==> src/rtl/clk_sel_pkg.sv <==
// Shared types and constants for the clk_sel_seq clock-source sequencer.
// Optional lock feature is enabled by defining CLK_SEL_LOCK_EN.
package clk_sel_pkg;

  typedef enum logic [1:0] {
    IDLE     = 2'd0,
    GATE_OFF = 2'd1,
    SWITCH   = 2'd2,
    ACK      = 2'd3
  } state_t;

  localparam logic SEL_CLK1 = 1'b1;
  localparam logic SEL_CLK2 = 1'b0;

  localparam logic REQ_A = 1'b0;
  localparam logic REQ_B = 1'b1;

endpackage

==> src/rtl/clk_sel_rr_arb.sv <==
// Two-way round-robin arbiter; last_grant only moves on a genuine tie,
// so a lone request never disturbs who wins the next contested cycle.
module clk_sel_rr_arb
  import clk_sel_pkg::*;
(
  input  logic       clk,
  input  logic       rst,
  input  logic       req_a,
  input  logic       req_b,
  input  logic       enable,
  output logic [1:0] grant,
  output logic       update
);

  logic last_grant;

  // grant[0] = requester A, grant[1] = requester B
  always_comb begin
    grant = '0;
    if (enable) begin
      if (req_a && req_b) begin
        if (last_grant == REQ_B) grant[0] = 1'b1;
        else                     grant[1] = 1'b1;
      end else begin
        grant[0] = req_a;
        grant[1] = req_b;
      end
    end
  end

  assign update = enable & req_a & req_b;

  always_ff @(posedge clk or posedge rst) begin
    if (rst)         last_grant <= REQ_B;
    else if (update) last_grant <= grant[1] ? REQ_B : REQ_A;
  end

endmodule

==> src/rtl/clk_sel_seq.sv <==
// Glitch-free clock-source sequencer: gate off, wait, switch select, settle, gate on.
// Defining CLK_SEL_LOCK_EN adds a sel_lock input that holds off new grants in IDLE.
module clk_sel_seq
  import clk_sel_pkg::*;
#(
  parameter int unsigned GATE_WAIT   = 4,
  parameter int unsigned SETTLE_WAIT = 8,
  parameter int unsigned CNT_W       = 4,
  parameter logic        RESET_SEL   = SEL_CLK1
) (
  input  logic       clk,
  input  logic       rst,
  input  logic       req_a,
  input  logic       sel_a,
  input  logic       req_b,
  input  logic       sel_b,
`ifdef CLK_SEL_LOCK_EN
  input  logic       sel_lock,
`endif
  output logic       ack_a,
  output logic       ack_b,
  output logic       clk_ctrl,
  output logic       clk_en,
  output logic       busy,
  output logic [7:0] sw_count
);

  localparam logic [CNT_W-1:0] GATE_LD   = CNT_W'(GATE_WAIT - 1);
  localparam logic [CNT_W-1:0] SETTLE_LD = CNT_W'(SETTLE_WAIT - 1);

  state_t           state, state_nxt;
  logic [CNT_W-1:0] cnt, cnt_nxt;
  logic             tgt, tgt_nxt;
  logic             gid, gid_nxt;
  logic             clk_ctrl_nxt, clk_en_nxt, ack_a_nxt, ack_b_nxt, busy_nxt;
  logic [7:0]       sw_count_nxt;

  logic       arb_en;
  logic [1:0] grant;
  logic       arb_update;
  logic       sel_g;

`ifdef CLK_SEL_LOCK_EN
  assign arb_en = (state == IDLE) && !sel_lock;
`else
  assign arb_en = (state == IDLE);
`endif

  clk_sel_rr_arb u_arb (
    .clk    (clk),
    .rst    (rst),
    .req_a  (req_a),
    .req_b  (req_b),
    .enable (arb_en),
    .grant  (grant),
    .update (arb_update)
  );

  assign sel_g = grant[1] ? sel_b : sel_a;

  always_ff @(posedge clk or posedge rst) begin
    if (rst) state <= IDLE;
    else     state <= state_nxt;
  end

  always_comb begin
    state_nxt = state;
    case (state)
      IDLE:     if (|grant) state_nxt = (sel_g == clk_ctrl) ? ACK : GATE_OFF;
      GATE_OFF: if (cnt == '0) state_nxt = SWITCH;
      SWITCH:   if (cnt == '0) state_nxt = ACK;
      ACK:      state_nxt = IDLE;
      default:  state_nxt = IDLE;
    endcase
  end

  // Outputs are registered from their next values, so each one lines up with the state it belongs to.
  always_comb begin
    cnt_nxt      = cnt;
    tgt_nxt      = tgt;
    gid_nxt      = gid;
    clk_ctrl_nxt = clk_ctrl;
    clk_en_nxt   = clk_en;
    sw_count_nxt = sw_count;
    case (state)
      IDLE: begin
        if (|grant) begin
          tgt_nxt = sel_g;
          gid_nxt = grant[1] ? REQ_B : REQ_A;
          if (sel_g != clk_ctrl) begin
            clk_en_nxt = 1'b0;
            cnt_nxt    = GATE_LD;
          end
        end
      end
      GATE_OFF: begin
        if (cnt == '0) begin
          clk_ctrl_nxt = tgt;
          cnt_nxt      = SETTLE_LD;
        end else begin
          cnt_nxt = cnt - CNT_W'(1);
        end
      end
      SWITCH: begin
        if (cnt == '0) begin
          clk_en_nxt   = 1'b1;
          sw_count_nxt = sw_count + 8'd1;
        end else begin
          cnt_nxt = cnt - CNT_W'(1);
        end
      end
      default: ;
    endcase
    ack_a_nxt = (state_nxt == ACK) && (gid_nxt == REQ_A);
    ack_b_nxt = (state_nxt == ACK) && (gid_nxt == REQ_B);
    busy_nxt  = (state_nxt != IDLE);
  end

  always_ff @(posedge clk or posedge rst) begin
    if (rst) begin
      cnt      <= '0;
      tgt      <= RESET_SEL;
      gid      <= REQ_A;
      clk_ctrl <= RESET_SEL;
      clk_en   <= 1'b1;
      ack_a    <= 1'b0;
      ack_b    <= 1'b0;
      busy     <= 1'b0;
      sw_count <= '0;
    end else begin
      cnt      <= cnt_nxt;
      tgt      <= tgt_nxt;
      gid      <= gid_nxt;
      clk_ctrl <= clk_ctrl_nxt;
      clk_en   <= clk_en_nxt;
      ack_a    <= ack_a_nxt;
      ack_b    <= ack_b_nxt;
      busy     <= busy_nxt;
      sw_count <= sw_count_nxt;
    end
  end

endmodule
==> config.mk <==
export PLATFORM = sky130hd
export DESIGN_NAME = clk_sel_seq
export DESIGN_NICKNAME = d
export VERILOG_FILES = /design/src/rtl/clk_sel_pkg.sv /design/src/rtl/clk_sel_rr_arb.sv /design/src/rtl/clk_sel_seq.sv
export SDC_FILE = /design/constraint.sdc
export NUM_CORES = 1
export LEC_CHECK = 0
export CAP_MARGIN = 20
export CORE_ASPECT_RATIO = 1.4
export CORE_MARGIN = 5
export CORE_UTILIZATION = 40
export CTS_CLUSTER_DIAMETER = 40
export DETAILED_ROUTE_END_ITERATION = 16
export SLEW_MARGIN = 10
export SYNTH_ARGS = -nofsm -noshare
export SYNTH_HDL_FRONTEND = slang
export SYNTH_SLANG_ARGS = --single-unit
==> constraint.sdc <==
create_clock -name clk -period 2.7 [get_ports clk]
set_input_delay 0.27 -clock clk [delete_from_list [all_inputs] [get_ports clk]]
set_output_delay 0.27 -clock clk [all_outputs]
set_load 0.03 [all_outputs]
==> impl_metrics.tcl <==
set metrics [dict create \
    run_status "finished clean" \
    io_buffers 18 \
    seq_area_frac_synth_pct 46.8 \
    die_y_um 74.5 \
    ys.flop_type "dfrtp_1" \
    clk_latency_ns 0.26 \
    hp-class "in2async" \
    first_iter_violations 10 \
    grt_pass1_wl_um 4000 \
    htreeDepth 1 \
    dp_hpwl_um 1770 \
    syn_area_per_cell_um2 10.6 \
    clock-root-buffer "clkbuf_8" \
    max_slew_margin_pct 45.4 \
    rsz0062_at_grt "no" \
    syn_to_final_growth_pct 23.9 \
    cts_sinks 22 \
    grt_overflow 0 \
    finalCritPeriodShare_pct 78.9 \
    drtAntennaViolNets 0 \
    cts_tree "built" \
    synthArstFlopShare_pct 100 \
    grt_max_degree 23 \
    totalWireLength_um 2260 \
    routed-via-count 859 \
    max_freq_mhz 469 \
    end_kind "register" \
    yosysUniqueCellTypes 42 \
    dieArea_um2 4170 \
    grt_pass1_vias 883 \
    antenna_found_initial 0 \
    criticalPathCategory "reg2reg" \
    synth.most_common_cell "dfrtp_1" \
    setup_violations 0 \
    drive_above_1_share_pct 13.4 \
    diodes 0 \
    drc 0 \
    drt-pass1-iter-count 4 \
    crit_family "simple AND/OR/NAND/NOR gates" \
    peakVddDrop_mv 0.598 \
    post-place-ws_ns 0.546 \
    r2r_slack_ns 0.57 \
    start_util_pct 41.7 \
    slowest_stage "dfrtp_1" \
    yosys_warnings 0 \
    viasPerCell 5.02 \
    core_um2 2850 \
    clock_skew_ns 0.00104 \
    synth_area_leaders "dfrtp_1 38%, dfstp_2 8.9%, ha_1 7.4%" \
    synth_nets 125 \
    worstReg2RegStart "state[1]$_DFF_PP0_" \
    setup_ws_ns 0.569 \
    ys_top_cells_by_count "18 x dfrtp_1, 8 x inv_1, 8 x nor2_1" \
    worst_pin_slew_ns 0.818 \
    critical_path_buf_inv_count 1 \
    nets 148 \
    cts_hold_buf 0 \
    cts_buffers 3 \
    post_cts_resized 0 \
    reg2regPathDepth 7 \
    placed_cells 167 \
    setup_tns_ns 0 \
    fp-row-count 23 \
    cp_max_fo 6 \
    ctsLongestPathBuffers 2 \
    synth-seq-cells 22 \
    path_cells "inv_1, ha_1, nand2_1, or3_4, a31oi_4, or2_4, mux2_4" \
    synth_top_cell_by_area "dfrtp_1" \
    synth_edf_count 0 \
    cp.required_ns 2.85 \
    whs_ns 0.464 \
    fin_cells 171 \
    wl_per_cell_um 13.2 \
    arrival_ns 2.28 \
    die_w_um 56.0 \
    hold_violations 0 \
    clkSlewWorstSetupHoldPaths_ns 0.08 \
    timing.rr.end "cnt[1]$_DFFE_PP0P_" \
    slew_violations 0 \
    cap_violations 0 \
    synth_cells 112 \
    synth_top_cell_area_share_pct 37.9 \
    post-cts-setup-buffers 0 \
    syn_area_um2 1190 \
    p_leak_uw 0.000648 \
    num_io_pins 19 \
    critPathLaunchType "register" \
    cpPeakStageDelay_ns 0.42 \
    p_per_area_nw_per_um2 1120 \
    period_needed_ns 2.13 \
    grt_use_total_pct 12.0 \
    place.gp.congestion 0.784 \
]
stage by stage:
stage	instance area [um2]	util (%)	total power, uW
finish	1470	51.6	1650
global route	1470	51.6	1780
CTS	1470	51.6	1670
detailed placement	1420	49.7	1430
global placement	1420	49.7	1410
floorplan	1190	-	1180
how the worst max path moves through the flow:
stage / from / cells after the start / to
2_1_floorplan: state[1]$_DFF_PP0_ / 7 / cnt[1]$_DFFE_PP0P_
3_3_place_gp: req_a / 6 / cnt[1]$_DFFE_PP0P_
3_5_place_dp: req_a / 6 / cnt[1]$_DFFE_PP0P_
4_1_cts: state[1]$_DFF_PP0_ / 7 / cnt[1]$_DFFE_PP0P_
5_1_grt: state[1]$_DFF_PP0_ / 7 / cnt[1]$_DFFE_PP0P_
6_report: state[1]$_DFF_PP0_ / 7 / cnt[1]$_DFFE_PP0P_
state kept, by name, summed over array words and instances (netlist names):
register / count
gid: 1
clk_en: 1
ack_a: 1
state: 2
u_arb.last_grant: 1
busy: 1
cnt: 4
sw_count: 8
clk_ctrl: 1
ack_b: 1
tgt: 1
per-layer routing:
metal / global-route usage [%] / part of all wire (%)
met1: 14.5 / 46
met2: 20.7 / 49
met3: 2.95 / 3.1
met4: 4.75 / 1.7
met5: 0 / 0
power breakdown:
part           internal, uW  total, uW  switching (uW)
registers               463        554            91.2
clock network           130        233             103
logic                   385        862             477
cells in the final DEF, fill, tap and decap left out, types with 2 or more instances in the layout:
cell,count
o31ai_1,3
xor2_1,3
dfrtp_1,18
and2_1,2
clkdlybuf4s50_1,18
nor2_1,8
nor3b_1,2
nand2_1,7
inv_1,8
ha_1,7
nand4_1,2
mux2_2,2
o21ai_0,5
clkbuf_8,4
nand3_1,4
dfstp_2,4
xnor2_1,7
nor3_1,2
a21oi_1,3
layout make-up:
cell class / instances / area [um2]
Fill cell: 259 / 1380
Multi-Input combinational cell: 81 / 597
Sequential cell: 22 / 556
Timing Repair Buffer: 19 / 188
Clock buffer: 4 / 55.1
Tap cell: 37 / 46.3
Inverter: 8 / 30.0
cell families (layout without fill, tap and decap cells):
kind of cell    Yosys count  after routing  share of synthesized area (%)
xor+xnor                 10             10                           7.38
simple gates             40             40                           19.3
flops                    22             22                           46.8
fa+ha+maj                 7              7                           7.38
mux                       4              4                           4.00
compound gates           20             20                           12.2
buf+inv                   9             31                           2.95
(Power assumes the default switching activity.)
